[src/rtl/weight_reg_bank_if.sv]
// Write-side bus of the weight register bank: two independent write ports
// sharing a single ready, driven by the host (master) into the bank (slave).
interface weight_reg_bank_if #(
    parameter int DATA_W = 8,
    parameter int ADDR_W = 3
);
    logic              wr_valid_a;
    logic [ADDR_W-1:0] wr_addr_a;
    logic [DATA_W-1:0] wr_data_a;
    logic              wr_valid_b;
    logic [ADDR_W-1:0] wr_addr_b;
    logic [DATA_W-1:0] wr_data_b;
    logic              wr_ready;

    modport master (
        output wr_valid_a, wr_addr_a, wr_data_a,
        output wr_valid_b, wr_addr_b, wr_data_b,
        input  wr_ready
    );

    modport slave (
        input  wr_valid_a, wr_addr_a, wr_data_a,
        input  wr_valid_b, wr_addr_b, wr_data_b,
        output wr_ready
    );
endinterface

[src/rtl/weight_reg_bank.sv]
// Double-buffered weight bank: host writes land in a shadow bank, commit copies
// dirty entries to the active bank, clear sweeps both banks to zero.
module weight_reg_bank #(
    parameter int DATA_W   = 8,
    parameter int DEPTH    = 8,
    parameter int ADDR_W   = $clog2(DEPTH),
    parameter int STEP_IDX = 6
) (
    input  logic                    clk,
    input  logic                    reset,
    weight_reg_bank_if.slave        wr,
    input  logic                    commit,
    output logic                    commit_done,
    input  logic                    step_inc,
    input  logic                    clear,
    output logic                    clear_done,
    output logic                    busy,
    input  logic [ADDR_W-1:0]       rd_addr,
    input  logic                    rd_sel,
    output logic [DATA_W-1:0]       rd_data,
    output logic [DEPTH*DATA_W-1:0] active_flat,
    output logic [DATA_W-1:0]       step_count,
    output logic [DEPTH-1:0]        dirty
);

    typedef enum logic {
        IDLE  = 1'b0,
        CLEAR = 1'b1
    } state_t;

    localparam logic [ADDR_W-1:0] LAST_IDX = ADDR_W'(DEPTH - 1);

    state_t            state;
    logic [ADDR_W-1:0] cnt;
    logic [DATA_W-1:0] shadow [DEPTH];
    logic [DATA_W-1:0] active [DEPTH];

    logic              ready;
    logic              accept_a;
    logic              accept_b;
    logic              step_lost;
    logic [DATA_W-1:0] step_next;
    logic [DATA_W-1:0] rd_word;

    function automatic logic in_range(input logic [ADDR_W-1:0] addr);
        return 32'(addr) < 32'(DEPTH);
    endfunction

    assign ready       = (state == IDLE) && !reset;
    assign wr.wr_ready = ready;
    assign busy        = (state == CLEAR);
    assign step_count  = active[STEP_IDX];

    assign accept_a = wr.wr_valid_a && ready && in_range(wr.wr_addr_a);
    assign accept_b = wr.wr_valid_b && ready && in_range(wr.wr_addr_b);

    // A commit that copies a dirty step entry overrides the same-cycle increment.
    assign step_lost = commit && !clear && dirty[STEP_IDX];
    assign step_next = (active[STEP_IDX] == '1) ? active[STEP_IDX]
                                                : active[STEP_IDX] + 1'b1;

    always_comb begin
        rd_word = '0;
        if (in_range(rd_addr)) begin
            rd_word = rd_sel ? shadow[rd_addr] : active[rd_addr];
        end
    end

    always_comb begin
        active_flat = '0;
        for (int i = 0; i < DEPTH; i++) begin
            active_flat[i*DATA_W +: DATA_W] = active[i];
        end
    end

    always_ff @(posedge clk) begin
        if (reset) begin
            state       <= IDLE;
            cnt         <= '0;
            dirty       <= '0;
            rd_data     <= '0;
            commit_done <= 1'b0;
            clear_done  <= 1'b0;
            // NOTE: both banks are flops, not RAM, so they can and must reset to zero.
            for (int i = 0; i < DEPTH; i++) begin
                shadow[i] <= '0;
                active[i] <= '0;
            end
        end else begin
            commit_done <= 1'b0;
            clear_done  <= 1'b0;
            rd_data     <= rd_word;

            case (state)
                IDLE: begin
                    if (clear) begin
                        state <= CLEAR;
                        cnt   <= '0;
                    end else if (commit) begin
                        for (int i = 0; i < DEPTH; i++) begin
                            if (dirty[i]) begin
                                active[i] <= shadow[i];
                                dirty[i]  <= 1'b0;
                            end
                        end
                        commit_done <= 1'b1;
                    end

                    if (step_inc && !step_lost) begin
                        active[STEP_IDX] <= step_next;
                    end

                    // NOTE: later non-blocking writes win, so port B overrides A on a
                    // shared address and a fresh write re-dirties a committed entry.
                    if (accept_a) begin
                        shadow[wr.wr_addr_a] <= wr.wr_data_a;
                        dirty[wr.wr_addr_a]  <= 1'b1;
                    end
                    if (accept_b) begin
                        shadow[wr.wr_addr_b] <= wr.wr_data_b;
                        dirty[wr.wr_addr_b]  <= 1'b1;
                    end
                end

                CLEAR: begin
                    shadow[cnt] <= '0;
                    active[cnt] <= '0;
                    dirty[cnt]  <= 1'b0;
                    if (cnt == LAST_IDX) begin
                        state      <= IDLE;
                        clear_done <= 1'b1;
                    end else begin
                        cnt <= cnt + 1'b1;
                    end
                end

                default: state <= IDLE;
            endcase
        end
    end

endmodule
[src/flat_wrapper.sv]
// flat-port wrapper written by rule: the top's interface ports become plain ports
module weight_reg_bank_flat 
#(
    parameter int DATA_W   = 8,
    parameter int DEPTH    = 8,
    parameter int ADDR_W   = $clog2(DEPTH),
    parameter int STEP_IDX = 6
)
  (clk, reset, commit, commit_done, step_inc, clear, clear_done, busy, rd_addr, rd_sel, rd_data, active_flat, step_count, dirty, wr_wr_valid_a, wr_wr_addr_a, wr_wr_data_a, wr_wr_valid_b, wr_wr_addr_b, wr_wr_data_b, wr_wr_ready);
  weight_reg_bank_if #(.DATA_W(DATA_W), .ADDR_W(ADDR_W)) wr_i ();
  input  logic clk;
  input  logic reset;
  input  logic commit;
  output logic commit_done;
  input  logic step_inc;
  input  logic clear;
  output logic clear_done;
  output logic busy;
  input  logic [ADDR_W-1:0] rd_addr;
  input  logic rd_sel;
  output logic [DATA_W-1:0] rd_data;
  output logic [DEPTH*DATA_W-1:0] active_flat;
  output logic [DATA_W-1:0] step_count;
  output logic [DEPTH-1:0] dirty;
  input wire logic [$bits(wr_i.wr_valid_a)-1:0] wr_wr_valid_a;
  input wire logic [$bits(wr_i.wr_addr_a)-1:0] wr_wr_addr_a;
  input wire logic [$bits(wr_i.wr_data_a)-1:0] wr_wr_data_a;
  input wire logic [$bits(wr_i.wr_valid_b)-1:0] wr_wr_valid_b;
  input wire logic [$bits(wr_i.wr_addr_b)-1:0] wr_wr_addr_b;
  input wire logic [$bits(wr_i.wr_data_b)-1:0] wr_wr_data_b;
  output wire logic [$bits(wr_i.wr_ready)-1:0] wr_wr_ready;
  assign wr_i.wr_valid_a = wr_wr_valid_a;
  assign wr_i.wr_addr_a = wr_wr_addr_a;
  assign wr_i.wr_data_a = wr_wr_data_a;
  assign wr_i.wr_valid_b = wr_wr_valid_b;
  assign wr_i.wr_addr_b = wr_wr_addr_b;
  assign wr_i.wr_data_b = wr_wr_data_b;
  assign wr_wr_ready = wr_i.wr_ready;
  weight_reg_bank #(.DATA_W(DATA_W), .DEPTH(DEPTH), .ADDR_W(ADDR_W), .STEP_IDX(STEP_IDX)) u_core (.clk(clk), .reset(reset), .wr(wr_i), .commit(commit), .commit_done(commit_done), .step_inc(step_inc), .clear(clear), .clear_done(clear_done), .busy(busy), .rd_addr(rd_addr), .rd_sel(rd_sel), .rd_data(rd_data), .active_flat(active_flat), .step_count(step_count), .dirty(dirty));
endmodule
[config.mk]
export PLATFORM = sky130hd
export DESIGN_NAME = weight_reg_bank_flat
export DESIGN_NICKNAME = d
export VERILOG_FILES = /design/src/rtl/weight_reg_bank_if.sv /design/src/rtl/weight_reg_bank.sv /design/src/flat_wrapper.sv
export SDC_FILE = /design/constraint.sdc
export NUM_CORES = 1
export LEC_CHECK = 0
export CORE_MARGIN = 5
export CORE_UTILIZATION = 54
export CTS_BUF_LIST = sky130_fd_sc_hd__clkbuf_16
export CTS_CLUSTER_DIAMETER = 120
export DETAILED_ROUTE_END_ITERATION = 12
export PLACE_DENSITY_LB_ADDON = 0.05
export REMOVE_ABC_BUFFERS = 1
export SETUP_SLACK_MARGIN = 0.3
export SYNTH_ARGS = -nofsm -noshare
export SYNTH_HDL_FRONTEND = slang
export SYNTH_SLANG_ARGS = --single-unit
[constraint.sdc]
create_clock -name clk -period 3.1 [get_ports clk]
set_input_delay 0.465 -clock clk [delete_from_list [all_inputs] [get_ports clk]]
set_output_delay 0.465 -clock clk [all_outputs]
set_load 0.03 [all_outputs]
== After elaboration in Yosys (flattened, before gate mapping) ==
Memory sizes are Yosys's and may differ from the RTL's.
Cells that the tools add are included.

* Memory bits (writable): 128
* Output and inout bits: 92
* Flip-flop bits (word level): 22
* Memories kept: 2

{| class="wikitable"
|+ Memory list
! memory !! depth !! width !! read ports !! clocked after memory_dff !! wr ports !! RTL line !! source
|-
| u_core.active || 8 || 8 || 9 || 0 || 8 || weight_reg_bank.sv:36 || <nowiki>logic [DATA_W-1:0] active [DEPTH];</nowiki>
|-
| u_core.shadow || 8 || 8 || 9 || 0 || 8 || weight_reg_bank.sv:35 || <nowiki>logic [DATA_W-1:0] shadow [DEPTH];</nowiki>
|}

* Reduce and logical (&&, ||, !) cells: 19
* Magnitude comparators: 6
* Bitwise operators: 14
* Muxes and demuxes: 111
* Add/subtract/negate cells: 2
* Equality and inequality tests: 4

{| class="wikitable"
|+ Operators by type and width
! cell !! number
|-
| $mux 8 || 23
|-
| $mux 1 || 76
|-
| $reduce_or 8->1 || 4
|-
| $mux 3 || 6
|-
| $or 8x8->8 || 2
|-
| $pmux 8 s2 || 1
|-
| $lt 3x4->1 const B || 3
|-
| $demux 1 s3 || 3
|-
| $ge 3x1->1 const B || 3
|-
| $logic_and 1x1->1 || 9
|-
| $or 1x1->1 || 9
|-
| $add 8x1->8 const B || 1
|-
| $and 8x8->8 || 1
|-
| $eq 8x8->1 const B || 1
|-
| $not 8->8 || 1
|-
| $pmux 3 s2 || 1
|-
| $ne 2x2->1 const B || 2
|-
| $add 3x1->3 const B || 1
|-
| $eq 3x3->1 const B || 1
|-
| $logic_not 1->1 || 3
|-
| $reduce_or 3->1 || 1
|-
| $pmux 1 s2 || 1
|-
| $reduce_and 2->1 || 1
|-
| $reduce_or 2->1 || 1
|-
| $not 1->1 || 1
|}

== Depth between registers and ports, before layout ==
Gate-level depths: netlist of run 1.

* Word-level depth: 11
* Mapped depth: 8

== Worst setup path before layout of run 1 ==
OpenSTA, ideal clock, no wires.

* Path kind: register -> register
* Start point: register u_core.state (netlist: u_core.busy)
* End point: memory u_core.shadow[3][0], enable pin
* Setup slack: 697 ps
* Cell stages (with the launch flop): 8
* Clock period less this slack: 2403 ps
* Arrival: 2019 ps
* Path through: dfxtp_1 -> buf_6 -> buf_6 -> nand2_1 -> a21o_1 -> buf_2 -> clkbuf_1 -> o21ai_0

{| class="wikitable"
|+ RTL lines
! element !! RTL line !! source
|-
| start: declaration || weight_reg_bank.sv:33 || <nowiki>state_t state;</nowiki>
|-
| start signal: assignment || weight_reg_bank.sv:78 || <nowiki>state <= IDLE;</nowiki>
|-
| start signal: assignment || weight_reg_bank.sv:97 || <nowiki>state <= CLEAR;</nowiki>
|-
| start signal: assignment || weight_reg_bank.sv:130 || <nowiki>state <= IDLE;</nowiki>
|-
| end: declaration || weight_reg_bank.sv:35 ||
|}

==> results list, run 1 <==
* Leading cell types by count after synthesis: nand2_1, dfxtp_1, a21oi_1, o21ai_0, edfxtp_1
- After clock tree synthesis, the clock-pin slew on the worst setup and hold paths is 0.06 ns.
- The finished layout holds 1,132 standard cells, fillers aside.
* Layout net count: 975
* Number of clock buffers inserted by TritonCTS: 17
* Worst-skew pair later-pin latency: 0.43 ns
- Fraction of final layout cells sized beyond drive strength 1: 10.9%
- Port Buf Inserts: 124
- Area enclosed by the die boundary: 16,600 um^2
- Of the post-synthesis cell area, the dominant cell type holds 24.7%.
- Routability-driven placement finished with a final weighted congestion of 0.977.
* Routed wire length: 26,900 um
- After layout, the design draws a total of 0.00499 W.
- For this run, the register share of the synthesized area comes to 46.9%.
- Summed over all layers, the global routing overflow is 0.
* Clock root buffer: clkbuf_16
* Number of iterations in the first detailed-routing pass: 6
- In this run the power density over the cells is 517 nW/um^2.
* Number of buffers inserted to repair setup after CTS: 0
- Setup-failing EPs final: 0
- Iter 0 DRT Violations: 1,219
- I/O Pins: 125
- Via count of the routed design: 7,263
* Most common flop cell mapped by yosys: dfxtp_1
* Finished layout cell area: 9650 um^2
- Across the VDD grid, the largest voltage drop is 0.453 mV.
* Max-Slew Margin vs Limit: 19.1%
- Post-route fraction of the period consumed by the critical path: 81.5%
- GR Layer Usage met1: 44.6%
- Number of antenna diodes: 0
- Post-synth design cell area: 7600 um^2
- Post-Route Setup TNS: 0 ns
- Floorplan Core Area: 13,800 um^2
- Among all stages on the critical path, the largest delay is contributed by o21ai_0.
- Largest fanout on the critical path: 8
- By area the synthesized netlist is led by dfxtp_1, edfxtp_1, nand2_1.
- Leak pwr: 3.39 nW
- Most common cell in the netlist: nand2_1
* Arrival time of the worst setup path: 2.56 ns
* Slew Limit Fails: 0
- The number of gates resized after CTS was 0.
- Critical path endpoint category: flop
- For this run, the top clock speed supported by timing is 0.396 GHz.
- Average footprint of a synthesized cell: 9.17 um^2
* Placed inst area: 9060 um^2
- Synth-to-layout area growth: 26.9%
* Routing usage on met2: 50.0%
- Synthesis instantiated 61 different standard cells from the library.
- Cells after DPL: 1,100
* Initial core utilization: 55.0%
- Worst path required time: 3.14 ns
- The total count of hold-check failures in the final report was 0.
* Number of nets still failing antenna checks after routing: 0
* Max capacitance violation total: 0
- The clock net in this run drives a total of 150 sinks.
- The first global-routing pass estimated 40,600 um of wire.
* DR DRC count: 0
* Via count of the first global-routing pass: 6,852
* Worst-margin pin slew: 1.20 ns
* CP Launch Type: input port
* Maximum number of pins on one net before global-route repair: 34
* Mean number of vias per cell: 6.42
- Traced cell by cell, the critical path runs through clkdlybuf4s50_1 -> nand2b_1 -> a21oi_1 -> o21ai_0.
- Height of the chip: 129 um
* Count of warnings emitted by yosys: 0
- Unrepaired setup endpoints after global routing: no
* Busiest layer in global routing: met2
* Biggest cell delay along the critical path: 0.95 ns
- Layout Utilization: 69.8%
- The floorplan has 43 rows.
- CTS built an H-tree with a depth of 4.
* Wirelength per Cell: 23.8 um
* Layout Skew: 0.0109 ns
- Minimum period implied by the final worst setup slack: 2.53 ns
- After synthesis, the share of flip-flops with an asynchronous set or reset is 0%.
* Syn Inst Count: 829
- TritonCTS built the clock tree.
- For this design, the CTS-stage hold fixing added 0 buffers.
- Hold crit path type: reg -> reg
- The biggest area contributor in the post-synthesis netlist is dfxtp_1.
- The clock passes through at most 2 buffers.
* Met3 demand-to-capacity share in global routing: 10.3%
* Number of enable-type register cells in the synthesized netlist: 56
- The die is 129 um wide.
- The run finished with clean final reports.
- HPWL after detailed placement: 20,000 um
- The critical path is of the in -> reg type.
- Number of antenna violations at the first check in global routing: 0
- Overall fraction of global-route tracks in use: 32.6%
* Synthesis-stage register bit count: 150
[layout make-up]
class,count,area (um^2)
multi-input cells,596,3650
well taps,180,225
fillers,1050,4170
clock inverters,12,97.6
repair buffers,162,1570
clock buffers,20,500
flip-flops and latches,150,3560
inverters,12,45.0
[state kept, by name, indices dropped and copies added, names as in the netlist]
name	cells
u_core.clear_done	1
u_core.busy	1
u_core.cnt	3
u_core.commit_done	1
u_core.rd_data	8
u_core.shadow	64
u_core.dirty	8
u_core.active	64
[final timing paths]
path                                           from                   to  slack (ns)  cells past startpoint
worst max-delay path                          reset  u_core.shadow[5][3]        0.57                      4
worst min-delay path            u_core.active[0][6]  u_core.active[0][6]        0.48                      2
worst max register to register          u_core.busy  u_core.shadow[5][3]        0.61                      3
worst min register to register  u_core.active[0][6]  u_core.active[0][6]        0.48                      2
[worst max-delay path: cells and delay by family]
kind | cells | cell delay [ns]
buffers and inverters | 1 | 0.62
AND/OR/NAND/NOR | 1 | 0.35
AO/OA/AOI/OAI | 2 | 1.12
[per-stage QoR]
step	hold slack [ns]	setup slack, ns
after detailed placement	0.466	0.200
after CTS	0.475	0.636
after global routing	0.491	0.448
after floorplan	0.442	0.329
after global placement	0.456	0.308
final	0.477	0.575
[cell usage in the layout, fill, tap and decap left out, drive strengths merged, types with 3 or more instances in the layout]
cell and n:
nor4 5, and3 3, a221o 5, nor3 8
o22ai 9, ha 3, mux4 22, a21oi 71
nand2 207, or4 9, nor4b 3, o221ai 4
a31oi 3, nand3 16, nor2b 6, and4b 3
nand3b 3, inv 18, nor2 24, a22oi 3
a211oi 3, nand2b 4, edfxtp 56, o211ai 7
clkinv 3, or3 8, clkdlybuf4s50 122, nor3b 5
dfxtp 94, o2111ai 8, o21ai 78, mux2i 33
o31ai 13, buf 40, and2 10, clkbuf 20
[cells by family after synthesis]
kind of cell	count (synthesis)	share of synthesized area, %
buffers and inverters	83	5.10
adder cells (fa/ha/maj)	3	0.494
multiplexers	57	11.2
AO/OA/AOI/OAI	214	16.7
flip-flops	150	46.9
AND/OR/NAND/NOR	322	19.7
[per-layer routing]
layer / up-vias / routed length (um)
li1: 3222 / -
met1: 3407 / 10600
met2: 549 / 12100
met3: 85 / 3500
met4: 0 / 659
met5: - / 0
[where the power goes]
part	switching, W	internal, W
sequential	0.000113	0.00213
combinational	0.000403	0.000266
clock	0.000835	0.00124
total	0.00135	0.00364
Note: power is estimated with default switching activity, not from simulation.
==> run 2, diff against run 1 <==
Clock period 3.1 ns to 2.4 ns, I/O delays scaled along.
==> results list, run 2 (synthesis gave the netlist of run 1 again) <==
* Outcome: complete, no violations
- Maximum number of pins on one net before global-route repair: 35 (+2.9%)
- STA classifies the critical path endpoint as an output pin.
- The initial DRC count was 1,155 (-5.3%).
* Number of nets still failing antenna checks after routing: 0 (unchanged)
- The number of global-route vias before repair was 6,988 (+2.0%).
- Placement row count: 43 (unchanged)
- STA classifies the critical path startpoint as a flop.
- The sink count of the clock tree came to 150 (unchanged).
- Number of iterations in the first detailed-routing pass: 5 (-1)
* Synth-to-layout area growth: 29.5%
- Worst-skew pair later-pin latency: 0.43 ns (about the same)
- The proportion of layout cells with a drive suffix above 1 came to 13.0% (+2.1 points).
- TritonCTS built the clock tree.
- The starting utilization of the core area was 55.0% (unchanged).
- Number of buffers inserted to repair setup after CTS: 0 (unchanged)
- Port Buf Inserts: 124 (unchanged)
- Top flop regs: u_core.active (64), u_core.shadow (64)
- Routed wire length: 27,200 um (+0.92%)
* Crit path max-delay cell type: clkdlybuf4s50_1
- The leakage power of the design came to 3.51 nW (+3.6%).
- Die X: 129 um (unchanged)
- The final routed DRC violation total was 0 (unchanged).
* Buffers and inverters on the worst path: 1 (unchanged)
* Setup-failing EPs final: 0 (unchanged)
- Finished layout cell area: 9850 um^2 (+2.0%)
- The HPWL reported at the end of detailed placement was 20,500 um (+2.6%).
- Depth of the CTS H-tree: 4 (unchanged)
* Max capacitance violation total: 0 (unchanged)
* Via count of the routed design: 7,409 (+2.0%)
- Height of the chip: 129 um (unchanged)
- Count of fill cells added during filler insertion: 1,013 (-3.5%)
- Routability-driven placement congestion ratio: 1.02 (+4.8%)
* Unrepaired setup endpoints after global routing: no
- Clock root buffer: clkbuf_16
- I/O Pins: 125 (unchanged)
- Counting I/O delays and the setup requirement, the final critical path takes 2.04 ns.
- List of cells traversed by the critical path: clkdlybuf4s50_1
- Placed inst area: 9180 um^2 (+1.4%)
- The power per cell area came to 680 nW/um^2 (+32%).
- Number of clock buffers inserted by TritonCTS: 17 (unchanged)
- The total count of hold-check failures in the final report is 0 (unchanged).
* Maximum achievable frequency: 0.491 GHz
* Clock-pin slew on the worst setup and hold paths: 0.06 ns (about the same)
* Post-route fraction of the period consumed by the critical path: 84.9%
- Minimum hold slack: 0.470 ns (-0.00649 ns)
* Layout net count: 992 (+1.7%)
- Area enclosed by the die boundary: 16,600 um^2 (unchanged)
* Mean number of vias per cell: 6.45 (+0.50%)
- Max-Slew Margin vs Limit: 42.0% (+23 points)
- Global-route wire length before repair: 40,500 um (-0.12%)
* Worst-margin pin slew: 0.865 ns (-0.336 ns)
- The tightest min-delay check is of the reg -> reg type.
* Worst Setup Path Type: reg -> out
- The worst-case clock buffer depth is 2 (unchanged).
- The maximum clock skew at final layout came to 0.00960 ns (-0.00134 ns).
* Arrival time of the worst setup path: 1.68 ns (-0.88 ns)
* Family with the most delay on the worst path: buffers and inverters
- The largest fanout of any net on the critical path was 8 (unchanged).
- Overall fraction of global-route tracks in use: 32.9% (+0.24 points)
- Biggest cell delay along the critical path: 0.74 ns (-0.21 ns)
* Number of antenna violations at the first check in global routing: 0 (unchanged)
* Global route total overflow: 0 (unchanged)
* Most common cell after layout, fill and taps aside: nand2_1
- The average detailed-routed wire length per instance is 23.7 um (-0.57%).
- The maximum resistive drop on vdd came to 0.452 mV (-0.13%).
* Slew Limit Fails: 0 (unchanged)
* Worst path required time: 2.04 ns (-1.10 ns)
- Final non-filler cell total: 1,149 (+1.5%)
- In the layout the commonest cells are nand2_1, clkdlybuf4s50_1, dfxtp_1.
- Number of antenna diodes: 0 (unchanged)
- Floorplan Core Area: 13,800 um^2 (unchanged)
- Cells after DPL: 1,117 (+1.5%)
run 2: cell types whose count changed in the layout (fill, tap and decap cells not counted), sizes merged:
| cell | change |
|---|---|
| dlygate4sd2 | +2 |
| inv | -2 |
| clkinv | +3 |
| clkdlybuf4s50 | -2 |
| clkinvlp | -2 |
| buf | +17 |
| clkbuf | -3 |
| bufinv | +4 |
run 2: metrics by stage:
stage / TNS (ns) / total power, W / utilization [%] / setup WS, ns
global placement: 0 / 0.00382 / 66.4 / 0.0196
floorplan: -10.26 / 0.00330 / - / -0.371
detailed placement: -1.25 / 0.00383 / 66.4 / -0.0852
CTS: 0 / 0.00667 / 71.0 / 0.364
global route: 0 / 0.00687 / 71.2 / 0.210
finish: 0 / 0.00669 / 71.2 / 0.363
run 2: final timing paths:
path,end,slack [ns],from,cells past startpoint
max reg2reg,u_core.shadow[5][1],0.42,u_core.busy,6
max,active_flat[53],0.36,u_core.active[6][5],1
min reg2reg,u_core.active[4][4],0.47,u_core.active[4][4],2
min,u_core.active[4][4],0.47,u_core.active[4][4],2
run 2: area by class of cell:
cell class,instances,area [um^2],share of cell area [%]
clock buffers,17,425,4.32
clock inverters,15,210,2.13
repair buffers,179,1690,17.2
multi-input cells,596,3680,37.4
flip-flops and latches,150,3570,36.2
inverters,12,45.0,0.457
well taps,180,225,2.29
run 2: power by group:
part           internal (W)  switching [W]  total, W  leakage (nW)
clock               0.00183        0.00105   0.00289         0.319
sequential          0.00275       0.000117   0.00287          1.34
combinational      0.000375       0.000564  0.000939          1.85
total               0.00496        0.00174   0.00669          3.51
run 2: repair_timing:
| item | 4_1_cts | 5_1_grt |
|---|---|---|
| setup endpoints to repair | 29 | 29 |
| hold buffers | 0 | 0 |
| gates resized for setup | 4 | 5 |
run 2: layer usage:
layer / GRT usage, % / wire length (um)
met1: 45.3 / 10400
met3: 9.42 / 3620
met5: 0 / 0
met2: 48.2 / 11900
met4: 14.8 / 1220
